--- src/rtl/serial_add_ctrl_pkg.sv ---
// Purpose: shared constants and the state type for the bit-serial add/subtract controller.
// Latency: n/a (declarations only).
// Backpressure: n/a.
package serial_add_ctrl_pkg;

  localparam int DEFAULT_WIDTH = 8;

  // 2'd3 is unused; the FSM steers it back to S_IDLE.
  typedef enum logic [1:0] {
    S_IDLE = 2'd0,
    S_RUN  = 2'd1,
    S_DONE = 2'd2
  } state_t;

endpackage

--- src/rtl/serial_add_ctrl_fa_bit.sv ---
// Purpose: single 1-bit full adder, the only arithmetic cell of the serial engine.
// Latency: combinational.
// Backpressure: none.
// Ports: a, b, cin -> sum, co.
module fa_bit (
  input  logic a,
  input  logic b,
  input  logic cin,
  output logic sum,
  output logic co
);

  assign sum = a ^ b ^ cin;
  assign co  = (a & b) | (a & cin) | (b & cin);

endmodule

--- src/rtl/serial_add_ctrl.sv ---
// Purpose: bit-serial A+B+cin / A-B engine, LSB first, one fa_bit reused WIDTH times.
// Latency: accept edge E0, done high in the cycle after edge E0+WIDTH; one op per WIDTH+2 cycles.
// Backpressure: start is sampled only in IDLE; requests while busy are dropped, not queued.
// Ports: clk, rst_n, start, sub, cin_in, op_a, op_b -> busy, done, result, cout, ovf.
module serial_add_ctrl
  import serial_add_ctrl_pkg::*;
#(
  parameter int WIDTH = DEFAULT_WIDTH
) (
  input  logic             clk,
  input  logic             rst_n,
  input  logic             start,
  input  logic             sub,
  input  logic             cin_in,
  input  logic [WIDTH-1:0] op_a,
  input  logic [WIDTH-1:0] op_b,
  output logic             busy,
  output logic             done,
  output logic [WIDTH-1:0] result,
  output logic             cout,
  output logic             ovf
);

  localparam int            CW       = $clog2(WIDTH);
  localparam logic [CW-1:0] LAST_BIT = CW'(WIDTH - 1);

  state_t           r_state;
  state_t           w_state_nxt;
  logic [WIDTH-1:0] r_a_sh;
  logic [WIDTH-1:0] r_b_sh;
  logic [WIDTH-1:0] r_s_sh;
  logic [WIDTH-1:0] r_result;
  logic             r_c;
  logic             r_cout;
  logic             r_ovf;
  logic [CW-1:0]    r_cnt;
  logic             w_sum;
  logic             w_co;
  logic             w_accept;
  logic             w_run;
  logic             w_last;
  logic [WIDTH-1:0] w_s_nxt;

  fa_bit u_fa (
    .a   (r_a_sh[0]),
    .b   (r_b_sh[0]),
    .cin (r_c),
    .sum (w_sum),
    .co  (w_co)
  );

  assign w_accept = (r_state == S_IDLE) && start;
  assign w_run    = (r_state == S_RUN);
  assign w_last   = w_run && (r_cnt == LAST_BIT);
  // Sum bits enter at the MSB so that after WIDTH shifts bit 0 sits at the LSB.
  assign w_s_nxt  = {w_sum, r_s_sh[WIDTH-1:1]};

  always_ff @(posedge clk or negedge rst_n) begin
    if (!rst_n) begin
      r_state <= S_IDLE;
    end else begin
      r_state <= w_state_nxt;
    end
  end

  always_comb begin
    w_state_nxt = r_state;
    busy        = 1'b0;
    done        = 1'b0;
    case (r_state)
      S_IDLE: begin
        if (start) begin
          w_state_nxt = S_RUN;
        end
      end
      S_RUN: begin
        busy = 1'b1;
        if (r_cnt == LAST_BIT) begin
          w_state_nxt = S_DONE;
        end
      end
      S_DONE: begin
        busy        = 1'b1;
        done        = 1'b1;
        w_state_nxt = S_IDLE;
      end
      default: begin
        busy        = 1'b1;
        w_state_nxt = S_IDLE;
      end
    endcase
  end

  always_ff @(posedge clk or negedge rst_n) begin
    if (!rst_n) begin
      r_a_sh   <= '0;
      r_b_sh   <= '0;
      r_s_sh   <= '0;
      r_c      <= 1'b0;
      r_cnt    <= '0;
      r_result <= '0;
      r_cout   <= 1'b0;
      r_ovf    <= 1'b0;
    end else if (w_accept) begin
      // Subtraction is A + ~B + 1: invert B once here and force the carry-in.
      r_a_sh <= op_a;
      r_b_sh <= sub ? ~op_b : op_b;
      r_c    <= sub ? 1'b1 : cin_in;
      r_cnt  <= '0;
    end else if (w_run) begin
      r_a_sh <= r_a_sh >> 1;
      r_b_sh <= r_b_sh >> 1;
      r_s_sh <= w_s_nxt;
      r_c    <= w_co;
      r_cnt  <= r_cnt + 1'b1;
      if (w_last) begin
        // On the MSB step r_c is the carry into the MSB, so overflow needs no extra register.
        r_result <= w_s_nxt;
        r_cout   <= w_co;
        r_ovf    <= r_c ^ w_co;
      end
    end
  end

  assign result = r_result;
  assign cout   = r_cout;
  assign ovf    = r_ovf;

endmodule

--- config.mk ---
export PLATFORM = sky130hd
export DESIGN_NAME = serial_add_ctrl
export DESIGN_NICKNAME = d
export VERILOG_FILES = /design/src/rtl/serial_add_ctrl_pkg.sv /design/src/rtl/serial_add_ctrl_fa_bit.sv /design/src/rtl/serial_add_ctrl.sv
export SDC_FILE = /design/constraint.sdc
export NUM_CORES = 1
export LEC_CHECK = 0
export ABC_AREA = 1
export CORE_UTILIZATION = 52
export DETAILED_ROUTE_END_ITERATION = 10
export PLACE_DENSITY_LB_ADDON = 0.25
export SLEW_MARGIN = 40
export SYNTH_ARGS = -nofsm -noshare
export SYNTH_HDL_FRONTEND = slang
export SYNTH_SLANG_ARGS = --single-unit
--- constraint.sdc ---
create_clock -name clk -period 1.9 [get_ports clk]
set_clock_uncertainty 0.2 [all_clocks]
set_input_delay 0.38 -clock clk [delete_from_list [all_inputs] [get_ports clk]]
set_output_delay 0.38 -clock clk [all_outputs]
set_load 0.02 [all_outputs]
==> reports/metrics.cfg <==
[status]
status=finished, final reports clean

[floorplan]
fp.dieH_microns=62.7
fp-row-count=21
die_area_sq_um=3930
start_util_pct=55.6
core_area_sq_um=3440
die_w_microns=62.7
pin_count=33

[yosys]
synth-simple-area-share_pct=32.0
synth-main-ff-cell=dfrtp_1
synth-compound-area-share_pct=6.08
synth_xor_area_share_pct=0.915
yosys.area_share.adder_pct=2.35
synth_cells=235
synthMostInstantiatedCell=nand2_1
synth_top_cell_by_area=dfrtp_1
synth_area_leaders=dfrtp_1 51%, nand2_1 24%, o21ai_2 3.2%
ys_seq_elements=39
yosysWarnings=0
yosysSeqAreaShare_pct=51.0
synth_top_family_by_area=simple AND/OR/NAND/NOR gates
synth_top_area_share_pct=51.0
synthMuxAreaShare_pct=0
syn_area_sq_um=1910
synth_edf_count=0
avgSynthCellArea_sq_um=8.15
synth_fp_nets=259
synth_cell_types=22
async_reset_ff_share_pct=100
synthTopCellsByCount=123 x nand2_1, 39 x dfrtp_1, 16 x inv_1, 9 x nand3_1, 7 x o21ai_2

[sta]
tns_ps=0
finalMaxSlewViolations=0
whs_ps=281
tightest_slew_ps=454
setup_violations=0
fin_ws_ps=71.5
hold_violations=0
timing.slew.headroom_pct=69.7
rsz0062_at_grt=false
period_needed_ps=1830
timing.final.crit_share_pct=96.2
fmax_mhz=547

[grt]
grt_pass1_wl_microns=6490
track_usage_pct=21.2
grt_pass1_vias=1474
grt_max_degree=22
grt-ovfl-total=0
grt_antenna_before_repair=0

[finish]
seqCellArea_sq_um=976
multi_input_area_sq_um=792
area_growth_pct=28.5
final_layout_size_suffix_gt1_share_pct=12.9
antenna_cells=0
fin_nets=302
filler_cell_count=266

[critical_path]
r2r-end=result[4]
crit_fanout=2
slowest_stage=clkdlybuf4s50_1
reg2regPathDepth=6
max_stage_delay_ps=610
arrival_ps=1250
required_ps=1320
reg2reg_slack_ps=330
worstSetupPathType=flop to output port
path_cells=clkdlybuf4s50_1
critPathTopFamily=buffers and inverters
cp_num_buf_inv=1
crit_path_end_kind=output port
reg2reg_from=r_cnt[0]
worst_setup_path_start_kind=flop

[routing]
drt-initial-drc-count=98
dr_total_vias=1588
route.detailed.drc=0
ant_nets=0
drt_wl_total_microns=3580
viasPerCell=4.89
drt-pass1-iter-count=6
wl_per_cell_microns=11.0

[min_path]
hold_end=result[4]
holdCritPathClass=flop to flop
hold_path.startpoint=result[4]
min_path_cells=2

[placed_design]
place.detailed.hpwl_microns=2580
globalplace.congestion=0.756
io_buffers=32
pre_cts_slack_ps=76.5

[power_and_ir_drop]
p_total_mw=3.67
leakage_nw=1.31
p_per_area_nw_per_um2=1490
peakVddDrop_uv=694

[clocking]
clock_latency_ps=290
root_buffer=clkbuf_8
cts_tree=done
numCtsBuffers=5
cts.path.max_buffers=2
cts_setup_buffers=0
htree_levels=2
clk_pin_slew_ps=80
cts_num_sinks=39

[job]
maxCapViolations=0

stage by stage:
stage / cell area [sq um] / std cells / utilization, %
after floorplan: 1910 / 235 / -
after global placement: 2320 / 316 / 67.3
after detailed placement: 2320 / 316 / 67.3
after CTS: 2460 / 325 / 71.4
after global routing: 2460 / 325 / 71.5
final: 2460 / 325 / 71.5
logic make-up (layout without fill, tap and decap cells):
logic type	Yosys count	in the layout
AOI/OAI and AO/OA	18	18
xor gates and xnor gates	2	2
adders and majority gates	3	3
buffers and inverters	28	72
DFF	39	39
and+or+nand+nor	145	145
layout make-up:
cell class / instances / share of cell area [%]
Clock inverter: 2 / 2.44
Timing Repair Buffer: 45 / 17.4
Tap cell: 46 / 2.34
Sequential cell: 39 / 39.7
Clock buffer: 6 / 2.95
Inverter: 19 / 3.00
Multi-Input combinational cell: 168 / 32.2
per-layer routing:
layer  routed length (microns)  up-vias  global-route usage, %
met5                         0        -                      0
met4                        58        0                   8.72
met3                       141        6                   4.38
met2                      1690       44                   34.6
met1                      1690      729                   27.4
li1                          -      809                      -
power by group:
part / internal (mW) / switching, mW / leakage (nW)
sequential: 1.18 / 0.189 / 0.498
combinational: 0.639 / 0.849 / 0.744
clock: 0.525 / 0.285 / 0.0654
registers in the layout, summed over array words and instances, names as in the netlist:
signal / count
result: 8
ovf: 1
r_state: 2
r_cnt: 3
cout: 1
r_b_sh: 8
r_s_sh: 7
r_a_sh: 8
r_c: 1
layout by cell type (no fill, tap or decap), drive strengths merged:
cell,netlist,layout
nand2,125,125
or2,1,1
buf,9,13
inv,19,19
xnor2,2,2
fa,1,1
dlymetal6s2s,0,1
dfrtp,39,39
bufinv,0,2
dlygate4sd3,0,1
a21oi,1,1
o21ai,17,17
nand3b,6,6
nor2,4,4
ha,2,2
clkbuf,0,6
clkdlybuf4s50,0,28
nand3,9,9
dlygate4sd2,0,2
repair_timing:
action	CTS	global route
endpoints found under the hold margin	18	0
gates resized for setup	2	1
hold buffers	1	0
endpoints found under the setup margin	2	1
worst max-delay path by stage:
stage	slack (ps)	end	depth (start not counted)	start
global route	20	result[2]	1	result[2]
finish	70	cout	1	cout
CTS	50	ovf	1	ovf
detailed placement	80	r_b_sh[6]	6	sub
global placement	110	r_b_sh[6]	6	sub
floorplan	460	r_b_sh[0]	6	r_state[1]
No activity file was read; power rests on OpenSTA's default activity.
